[config.mk]
export PLATFORM = sky130hd
export DESIGN_NAME = parity_frame_arbiter_flat
export DESIGN_NICKNAME = d
export VERILOG_FILES = /design/src/rtl/parity_pkg.sv /design/src/rtl/parity_frame_arbiter_if.sv /design/src/rtl/parity_generator.sv /design/src/rtl/parity_frame_arbiter.sv /design/src/flat_wrapper.sv
export SDC_FILE = /design/constraint.sdc
export NUM_CORES = 1
export LEC_CHECK = 0
export CAP_MARGIN = 20
export CORE_MARGIN = 1
export CORE_UTILIZATION = 46
export DETAILED_ROUTE_END_ITERATION = 8
export HOLD_SLACK_MARGIN = 0.05
export PLACE_DENSITY_LB_ADDON = 0.1
export SETUP_SLACK_MARGIN = 0.1
export SYNTH_ARGS = -nofsm -noshare
export SYNTH_HDL_FRONTEND = slang
export SYNTH_HIERARCHICAL = 1
export SYNTH_SLANG_ARGS = --single-unit
[constraint.sdc]
create_clock -name clk -period 2.8 [get_ports clk]
set_clock_uncertainty 0.1 [all_clocks]
set_input_delay 0.84 -clock clk [delete_from_list [all_inputs] [get_ports clk]]
set_output_delay 0.84 -clock clk [all_outputs]
set_load 0.005 [all_outputs]
[src/rtl/parity_pkg.sv]
// Shared constants and state encoding for the parity frame arbiter and its
// parity generator.
package parity_pkg;

  localparam int PAR_DATA_W = 16;
  localparam int CNT_W      = 8;

  typedef enum logic {
    IDLE   = 1'b0,
    STREAM = 1'b1
  } state_t;

endpackage

[src/rtl/parity_frame_arbiter_if.sv]
// Requester-side and consumer-side handshake bundle of the parity frame arbiter.
// Handshake rule: a transfer happens on a rising clk edge where valid && ready;
// a producer keeps valid and payload stable until that edge.
interface parity_frame_arbiter_if #(
  parameter int NREQ = 2
);
  import parity_pkg::*;

  localparam int SRC_W = $clog2(NREQ);

  logic [NREQ-1:0]            req_valid;
  logic [NREQ*PAR_DATA_W-1:0] req_data;
  logic [NREQ-1:0]            req_last;
  logic [NREQ-1:0]            req_ready;

  logic                  out_valid;
  logic [PAR_DATA_W-1:0] out_data;
  logic                  out_par;
  logic [SRC_W-1:0]      out_src;
  logic                  out_last;
  logic                  out_frame_par;
  logic                  out_ready;

  logic busy;
  logic err_overlen;

  modport master (
    output req_valid, req_data, req_last, out_ready,
    input  req_ready, out_valid, out_data, out_par, out_src, out_last,
           out_frame_par, busy, err_overlen
  );

  modport slave (
    input  req_valid, req_data, req_last, out_ready,
    output req_ready, out_valid, out_data, out_par, out_src, out_last,
           out_frame_par, busy, err_overlen
  );

endinterface

[src/rtl/parity_generator.sv]
// Combinational even-parity generator: par_out is 1 when data_in has an odd
// number of ones.
module parity_generator
  import parity_pkg::*;
(
  input  logic [PAR_DATA_W-1:0] data_in,
  output logic                  par_out
);

  assign par_out = ^data_in;

endmodule

[src/rtl/parity_frame_arbiter.sv]
// Round-robin frame arbiter sharing one parity generator among NREQ word
// producers; emits each word with its parity, source and running frame parity.
module parity_frame_arbiter
  import parity_pkg::*;
#(
  parameter int NREQ      = 2,
  parameter int MAX_FRAME = 255
) (
  input  logic                    clk,
  input  logic                    rst,
  parity_frame_arbiter_if.slave   bus,
  output state_t                  state_dbg
);

  localparam int SRC_W = $clog2(NREQ);

  state_t                state;
  logic [SRC_W-1:0]      gnt;
  logic [SRC_W-1:0]      ptr;
  logic [CNT_W-1:0]      cnt;
  logic                  acc;

  logic                  out_valid_r;
  logic [PAR_DATA_W-1:0] out_data_r;
  logic                  out_par_r;
  logic [SRC_W-1:0]      out_src_r;
  logic                  out_last_r;
  logic                  out_frame_par_r;
  logic                  err_r;

  logic [PAR_DATA_W-1:0] word;
  logic                  word_par;
  logic                  gnt_valid;
  logic                  gnt_last;
  logic                  slot_free;
  logic                  accept;
  logic [CNT_W:0]        cnt_inc;
  logic                  at_limit;
  logic                  frame_end;
  logic [SRC_W-1:0]      gnt_next;
  logic [NREQ-1:0]       ready;

  // First requesting index at or after start, wrapping modulo NREQ.
  function automatic logic [SRC_W-1:0] rr_pick(input logic [NREQ-1:0] reqs,
                                               input logic [SRC_W-1:0] start);
    logic [SRC_W-1:0] pick;
    logic             found;
    int               idx;
    pick  = start;
    found = 1'b0;
    for (int i = 0; i < NREQ; i++) begin
      idx = (int'(start) + i) % NREQ;
      for (int j = 0; j < NREQ; j++) begin
        if (!found && j == idx && reqs[j]) begin
          pick  = SRC_W'(j);
          found = 1'b1;
        end
      end
    end
    return pick;
  endfunction

  always_comb begin
    word      = '0;
    gnt_valid = 1'b0;
    gnt_last  = 1'b0;
    for (int i = 0; i < NREQ; i++) begin
      if (gnt == SRC_W'(i)) begin
        word      = bus.req_data[i*PAR_DATA_W +: PAR_DATA_W];
        gnt_valid = bus.req_valid[i];
        gnt_last  = bus.req_last[i];
      end
    end
  end

  parity_generator u_par (
    .data_in (word),
    .par_out (word_par)
  );

  // The output register can take a new word when empty or draining this cycle.
  assign slot_free = !out_valid_r || bus.out_ready;
  assign accept    = (state == STREAM) && gnt_valid && slot_free;
  assign cnt_inc   = {1'b0, cnt} + {{CNT_W{1'b0}}, 1'b1};
  assign at_limit  = (cnt_inc == (CNT_W+1)'(MAX_FRAME));
  assign frame_end = gnt_last || at_limit;
  assign gnt_next  = (gnt == SRC_W'(NREQ-1)) ? '0 : gnt + 1'b1;

  always_comb begin
    ready = '0;
    for (int i = 0; i < NREQ; i++) begin
      if (state == STREAM && gnt == SRC_W'(i)) ready[i] = slot_free;
    end
  end

  always_ff @(posedge clk) begin
    if (rst) begin
      state           <= IDLE;
      gnt             <= '0;
      ptr             <= '0;
      cnt             <= '0;
      acc             <= 1'b0;
      out_valid_r     <= 1'b0;
      out_data_r      <= '0;
      out_par_r       <= 1'b0;
      out_src_r       <= '0;
      out_last_r      <= 1'b0;
      out_frame_par_r <= 1'b0;
      err_r           <= 1'b0;
    end else begin
      err_r <= 1'b0;
      case (state)
        IDLE: begin
          if (|bus.req_valid) begin
            gnt   <= rr_pick(bus.req_valid, ptr);
            state <= STREAM;
          end
        end
        STREAM: begin
          if (accept) begin
            if (frame_end) begin
              cnt   <= '0;
              acc   <= 1'b0;
              ptr   <= gnt_next;
              state <= IDLE;
            end else begin
              cnt <= cnt_inc[CNT_W-1:0];
              acc <= acc ^ word_par;
            end
          end
        end
        default: state <= IDLE;
      endcase

      if (accept) begin
        out_valid_r     <= 1'b1;
        out_data_r      <= word;
        out_par_r       <= word_par;
        out_src_r       <= gnt;
        out_last_r      <= frame_end;
        out_frame_par_r <= acc ^ word_par;
        // A limit hit that coincides with req_last is an ordinary frame end.
        err_r           <= at_limit && !gnt_last;
      end else if (bus.out_ready) begin
        out_valid_r <= 1'b0;
      end
    end
  end

  assign bus.req_ready     = ready;
  assign bus.out_valid     = out_valid_r;
  assign bus.out_data      = out_data_r;
  assign bus.out_par       = out_par_r;
  assign bus.out_src       = out_src_r;
  assign bus.out_last      = out_last_r;
  assign bus.out_frame_par = out_frame_par_r;
  assign bus.busy          = (state == STREAM);
  assign bus.err_overlen   = err_r;
  assign state_dbg         = state;

endmodule

[src/flat_wrapper.sv]
// flat-port wrapper written by rule: the top's interface ports become plain ports
module parity_frame_arbiter_flat import parity_pkg::*;
#(
  parameter int NREQ      = 2,
  parameter int MAX_FRAME = 255
)
  (clk, rst, state_dbg, bus_req_valid, bus_req_data, bus_req_last, bus_out_ready, bus_req_ready, bus_out_valid, bus_out_data, bus_out_par, bus_out_src, bus_out_last, bus_out_frame_par, bus_busy, bus_err_overlen);
  parity_frame_arbiter_if #(.NREQ(NREQ)) bus_i ();
  input  logic clk;
  input  logic rst;
  output state_t state_dbg;
  input wire logic [$bits(bus_i.req_valid)-1:0] bus_req_valid;
  input wire logic [$bits(bus_i.req_data)-1:0] bus_req_data;
  input wire logic [$bits(bus_i.req_last)-1:0] bus_req_last;
  input wire logic [$bits(bus_i.out_ready)-1:0] bus_out_ready;
  output wire logic [$bits(bus_i.req_ready)-1:0] bus_req_ready;
  output wire logic [$bits(bus_i.out_valid)-1:0] bus_out_valid;
  output wire logic [$bits(bus_i.out_data)-1:0] bus_out_data;
  output wire logic [$bits(bus_i.out_par)-1:0] bus_out_par;
  output wire logic [$bits(bus_i.out_src)-1:0] bus_out_src;
  output wire logic [$bits(bus_i.out_last)-1:0] bus_out_last;
  output wire logic [$bits(bus_i.out_frame_par)-1:0] bus_out_frame_par;
  output wire logic [$bits(bus_i.busy)-1:0] bus_busy;
  output wire logic [$bits(bus_i.err_overlen)-1:0] bus_err_overlen;
  assign bus_i.req_valid = bus_req_valid;
  assign bus_i.req_data = bus_req_data;
  assign bus_i.req_last = bus_req_last;
  assign bus_i.out_ready = bus_out_ready;
  assign bus_req_ready = bus_i.req_ready;
  assign bus_out_valid = bus_i.out_valid;
  assign bus_out_data = bus_i.out_data;
  assign bus_out_par = bus_i.out_par;
  assign bus_out_src = bus_i.out_src;
  assign bus_out_last = bus_i.out_last;
  assign bus_out_frame_par = bus_i.out_frame_par;
  assign bus_busy = bus_i.busy;
  assign bus_err_overlen = bus_i.err_overlen;
  parity_frame_arbiter #(.NREQ(NREQ), .MAX_FRAME(MAX_FRAME)) u_core (.clk(clk), .rst(rst), .bus(bus_i), .state_dbg(state_dbg));
endmodule
==> flow_summary_export.csv, run 1 <==
group,metric,value,unit
outcome,status,"completed",
final_layout,final_cell_mix,"62 x clkdlybuf4s50_1, 48 x nand2_1, 34 x dfxtp_1",
setup_path,r2r_end,"u_core/acc",
sta,relSlewSlack,74.52,%
final_layout,nNetsFinal,338,
global_routing,grt_pass1_wl,7348,um
setup_path,reg2reg_depth,10,
drt,first_pass_iters,4,
synth,synth-simple-area-share,20.60,%
synth,ys_seq_area_share,33.75,%
synth,synth_mux_area_share,11.23,%
drt,post_drt_wl_per_cell,13.48,um
synth,synth-compound-area-share,19.73,%
global_routing,grt.overflow.total,0,
pwr,power.share.switching,27.61,%
setup_path,cp.required,1.86,ns
synth,synthAdderAreaFrac,1.241,%
setup_path,crit_slowest_cell,"clkdlybuf4s50_1",
sta,setup_viol_count_final,0,
cts,postCtsHoldBufs,0,
final_layout,drive_above_1_share,17.17,%
pwr,switching_power,343.6,uW
synth,syn_area,2017,um2
synth,synth_top_family_by_area,"simple AND/OR/NAND/NOR gates",
sta,finalHoldViolCount,0,
drt,avgViaCountPerCell,5.392,
pwr,combPwrFrac,30.1,%
setup_path,critPathTopFamily,"buffers and inverters",
global_routing,grt_max_degree,23,
die,io_pins,65,
synth,synth_seq_cells,34,
die,core,4115,um2
cts,cts_tree,"built",
die,dieWidth,68.22,um
synth,ys_top_cells_by_area,"dfxtp_1 34%, mux2_2 9.5%, nand2_1 8.9%",
pwr,power,1.245,mW
final_layout,final_cell_area,2775,um2
synth,netlist.top_cell.by_area,"dfxtp_1",
synth,synth-edff-count,0,
synth,yosysWarningCount,6,
setup_path,path_max_fanout,3,
drt,drt_iter0_markers,84,
cts,cts_buffers,5,
sta,clock.fmax,379.0,MHz
placement,portBuffers,64,
job,maxCapViolations,0,
sta,rsz0062_at_grt,"no",
cts,clockBufferDepth,2,
final_layout,diodes,0,
die,start_util,49.01,%
sta,min_period_over_period,94.24,%
die,die_h,68.22,um
pwr,peakVddDrop,294.6,uV
synth,postSynth.asyncResetShare,0,%
setup_path,startpoint_type,"primary input",
setup_path,reg2reg_from,"u_core/gnt",
placement,placed_area,2701,um2
setup_path,crit_cells,5,
pwr,p_leak,0.9548,nW
cts,insertion_delay,0.29,ns
setup_path,max_stage_delay,0.45,ns
cts,cts_root_buf,"clkbuf_8",
final_layout,post-route-util,67.44,%
synth,synth_ff_type,"dfxtp_1",
final_layout,fillCellCount,360,
synth,synth_cells,232,
sta,min_period,2.639,ns
cts,htree_levels,2,
global_routing,antenna_found_initial,0,
setup_path,startpoint,"bus_out_ready",
synth,synth_top_area_share,33.75,%
setup_path,cp_num_buf_inv,2,
setup_path,cp.arrival,1.70,ns
synth,synth_fp_nets,273,
setup_path,path_cells,"clkdlybuf4s50_1 > nand2b_4 > nand2_1 > nor2_1 > buf_2",
pwr,p_int,901.1,uW
placement,hpwl,3361,um
synth,avgSynthCellArea,8.694,um2
pwr,clockPowerShare,27.4,%
placement,place_congestion,0.7843,
global_routing,grt_pass1_vias,1616,
synth,synth-xor-area-share,6.948,%
sta,finalSetupTns,0,ns
final_layout,syn_to_final_growth,37.59,%
cts,clkTransAtPathRegs,0.06,ns
sta,worstMarginPinSlew,0.3823,ns
synth,ys_types,53,
setup_path,cp-endpoint,"bus_req_ready[0]",
setup_path,worstSetupPathType,"in -> out",
global_routing,track_usage,21.54,%
cts,cts_sinks,34,
final_layout,final_common_cell,"clkdlybuf4s50_1",
drt,ant_nets,0,
drt,vias,1871,
setup_path,reg2reg_slack,0.39,ns
worst_hold_path,hold_path_class,"reg -> reg",
pwr,power_frac_seq,42.5,%
die,rows,23,
drt,drc,0,
setup_path,critPathCaptureType,"output port",
pwr,powerDensity,448.5,nW/um2
die,dieArea,4653,um2
drt,wl,4677,um
sta,drv_slew,0,
==> cell usage after synthesis (2+ instances only) <==
master and instances:
nand2_1 48, nor3_1 2, buf_4 5, nand3_1 5, xnor2_1 15, o311ai_1 4, o211ai_1 3, inv_1 8
mux2i_1 2, clkbuf_1 6, mux2_2 17, nand2b_1 3, nand3_2 2, or3_1 2, a21oi_1 21, and3_1 3
ha_1 2, nor2_1 5, o2111ai_1 8, buf_2 3, dfxtp_1 34, o21ai_0 2, buf_6 2
==> power by group through the flow <==
stage | Combinational (mW) | Sequential [mW] | Clock (mW)
2_1_floorplan | 0.209 | 0.538 | 0
3_3_place_gp | 0.372 | 0.539 | 0
3_5_place_dp | 0.376 | 0.540 | 0
4_1_cts | 0.380 | 0.529 | 0.353
5_1_grt | 0.411 | 0.532 | 0.374
6_report | 0.374 | 0.529 | 0.341
==> worst min-delay path, delay by kind of cell, from the launching register on <==
kind	cells	cell delay (ns)
simple gates	1	0.05
compound gates	1	0.05
flops	1	0.31
==> area by class of cell <==
class / instances / area, um2 / area share [%]
multi-input combinational: 173 / 1212 / 43.69
tap: 50 / 62.56 / 2.254
inverter: 8 / 30.03 / 1.082
timing repair buffer: 75 / 713.2 / 25.70
clock buffer: 7 / 76.32 / 2.750
sequential: 34 / 680.7 / 24.53
==> metal layers <==
layer  part of all wire [%]  track usage [%]
met5                      0                0
met4                    1.1            7.031
met3                    5.9            8.667
met2                     48            34.31
met1                     45            26.19
==> timing repair <==
action,CTS,global route
resized for setup,9,0
setup buffers,0,0
endpoints found under the setup margin,2,0
==> sequential cells by signal, summed over array words and instances (netlist names) <==
| signal | flops |
|---|---|
| u_core/bus.out_data | 16 |
| u_core/cnt | 8 |
| u_core/acc | 1 |
| u_core/bus.busy | 1 |
| u_core/bus.err_overlen | 1 |
| u_core/bus.out_frame_par | 1 |
| u_core/bus.out_last | 1 |
| u_core/bus.out_par | 1 |
| u_core/bus.out_src | 1 |
| u_core/bus.out_valid | 1 |
| u_core/gnt | 1 |
| u_core/ptr | 1 |
==> cell families (layout without fill, tap and decap cells) <==
group,after synthesis,count (layout)
xor gates and xnor gates,16,16
and+or+nand+nor,82,82
muxes,20,20
DFF,34,34
AOI/OAI and AO/OA,53,53
adders and majority gates,2,2
buffers and inverters,25,90
==> worst min-delay path by stage <==
stage	start	to	slack, ns	cells past startpoint
after global placement	u_core/bus.out_data[10]	u_core/bus.out_data[10]	0.34	2
after global routing	u_core/bus.out_data[10]	u_core/bus.out_data[10]	0.37	2
final	u_core/bus.out_data[10]	u_core/bus.out_data[10]	0.35	2
after detailed placement	u_core/bus.out_data[3]	u_core/bus.out_data[3]	0.35	2
after floorplan	u_core/ptr	u_core/ptr	0.35	2
after CTS	u_core/bus.out_data[3]	u_core/bus.out_data[3]	0.35	2
==> stage by stage <==
step	hold WS (ns)	setup slack [ns]	std cells
final	0.3516	0.1612	347
after global routing	0.3733	0.1045	347
after CTS	0.3543	0.1532	347
after detailed placement	0.3467	-0.2352	340
after global placement	0.3410	-0.2005	340
after floorplan	0.3492	0.4815	232
Note: power is estimated with default switching activity, not from simulation.
==> run 2: changes to the inputs <==
--- a/config.mk
+++ b/config.mk
@@ -6,6 +6,7 @@
 export NUM_CORES = 1
 export LEC_CHECK = 0
 export CAP_MARGIN = 20
+export CORE_ASPECT_RATIO = 2
 export CORE_MARGIN = 1
 export CORE_UTILIZATION = 46
 export DETAILED_ROUTE_END_ITERATION = 8
==> run 2 against run 1 <==
Against the previous run: non-clock buffer count decreased by 1; fmax increased by 0.31%; critical path depth unchanged; power increased by 2.3%; via count increased by 2.4%; clock-buffer cell count decreased by 1; combinational power decreased by 3%; utilization increased by 0.29 points; routed wire length increased by 5.5%; cell count increased by 0.58%; global-route usage increased by 1.1 points; sequential share of layout area decreased by 0.19 points; critical endpoint unchanged; critical path type unchanged.
==> flow_summary_export.csv, run 2 (synthesis results as in run 1) <==
group,metric,value,unit
cts,postCtsHoldBufs,0,
setup_path,cp.arrival,1.69,ns
cts,cts_setup_buffers,0,
drt,vias,1916,
setup_path,startpoint_type,"primary input",
setup_path,worstSetupPathType,"in -> out",
final_layout,largest_reg_flops,16,
sta,finalHoldViolCount,0,
drt,drt_iter0_markers,26,
global_routing,grt.overflow.total,0,
pwr,peakVddDrop,435.6,uV
sta,rsz0062_at_grt,"no",
cts,insertion_delay,0.28,ns
drt,avgViaCountPerCell,5.490,
die,core,4129,um2
global_routing,grt_pass1_vias,1820,
placement,portBuffers,64,
sta,setup_viol_count_final,0,
global_routing,track_usage,22.62,%
sta,relSlewSlack,77.15,%
pwr,power,1.273,mW
sta,min_period_over_period,93.95,%
setup_path,reg2reg_depth,8,
drt,ant_nets,0,
drt,drc,0,
die,dieWidth,48.82,um
placement,place_congestion,0.8364,
pwr,p_leak,0.9649,nW
die,rows,33,
pwr,powerDensity,455.4,nW/um2
sta,finalSetupTns,0,ns
final_layout,post-route-util,67.73,%
final_layout,drive_above_1_share,18.18,%
final_layout,nNetsFinal,337,
global_routing,antenna_found_initial,0,
setup_path,cp.required,1.86,ns
setup_path,critPathCaptureType,"output port",
setup_path,path_max_fanout,3,
cts,clkTransAtPathRegs,0.07,ns
cts,cts_tree,"built",
drt,post_drt_wl_per_cell,14.14,um
worst_hold_path,hold_path_depth,2,
final_layout,final_common_cell,"clkdlybuf4s50_1",
cts,cts_sinks,34,
placement,hpwl,3743,um
job,maxCapViolations,0,
cts,htree_levels,2,
drt,wl,4935,um
final_layout,final_cell_mix,"62 x clkdlybuf4s50_1, 48 x nand2_1, 34 x dfxtp_1",
final_layout,syn_to_final_growth,38.65,%
die,die_h,95.65,um
sta,worstMarginPinSlew,0.3423,ns
die,io_pins,65,
global_routing,grt_pass1_wl,8059,um
die,dieArea,4669,um2
cts,cts_buffers,5,
final_layout,diodes,0,
worst_hold_path,hold_path_class,"reg -> reg",
sta,min_period,2.631,ns
cts,cts_root_buf,"clkbuf_8",
global_routing,grt_max_degree,23,
cts,clockBufferDepth,2,
drt,first_pass_iters,4,
sta,clock.fmax,380.1,MHz
sta,drv_slew,0,
outcome,status,"completed",
final_layout,fillCellCount,351,
die,start_util,48.85,%
run 2: changes by cell type in the layout (fill, tap and decap cells not counted):
cell	previous run	this run
clkinvlp_4	0	1
xnor2_1	15	14
clkbuf_8	5	6
clkinv_2	0	1
xnor2_2	0	1
buf_4	11	10
clkbuf_1	2	0
run 2: through the flow:
stage                     hold slack [ns]  instances  worst slack (ns)  cell area [um2]
final                              0.3536        349            0.1694             2796
after global routing               0.3725        349            0.1141             2796
after CTS                          0.3559        349            0.1654             2789
after detailed placement           0.3453        341           -0.2269             2696
after global placement             0.3411        341           -0.2401             2696
after floorplan                    0.3492        232            0.4815             2017
run 2: timing repair:
| item | in CTS | in global routing |
|---|---|---|
| pin swaps | 1 | 0 |
| resized for setup | 9 | 1 |
| setup endpoints to repair | 2 | 1 |
run 2: final timing paths:
kind                            from                        to  slack (ns)
max reg2reg               u_core/gnt  u_core/bus.out_frame_par        0.44
min reg2reg  u_core/bus.out_data[12]   u_core/bus.out_data[12]        0.35
max                    bus_out_ready          bus_req_ready[0]        0.17
min          u_core/bus.out_data[12]   u_core/bus.out_data[12]        0.35
run 2: cell type report:
class                      instances  area, um2  share of cell area, %
timing repair buffer              74      705.7                  25.23
tap                               52      65.06                  2.327
sequential                        34      680.7                  24.34
inverter                           8      30.03                  1.074
clock inverter                     2      12.51                 0.4474
clock buffer                       6      82.58                  2.953
multi-input combinational        173       1220                  43.62
run 2: critical path: stages:
cell and delay, ns:
clkdlybuf4s50_1 0.46, nand2b_4 0.13, nand2_1 0.05, nor2_1 0.10
buf_2 0.11
run 2: power by group:
| part | switching (mW) | internal, mW | leakage, nW |
|---|---|---|---|
| Combinational | 0.157 | 0.208 | 0.641 |
| Clock | 0.182 | 0.198 | 0.0472 |
| Sequential | 0.0197 | 0.510 | 0.277 |
run 2: routing by layer:
metal  up-vias  GRT usage, %  routed length [um]
met2        54         44.56                2780
met3        14         4.944                 219
met4         0         13.73                 185
li1        948             -                   -
met1       900         20.35                1750
met5         -             0                   0
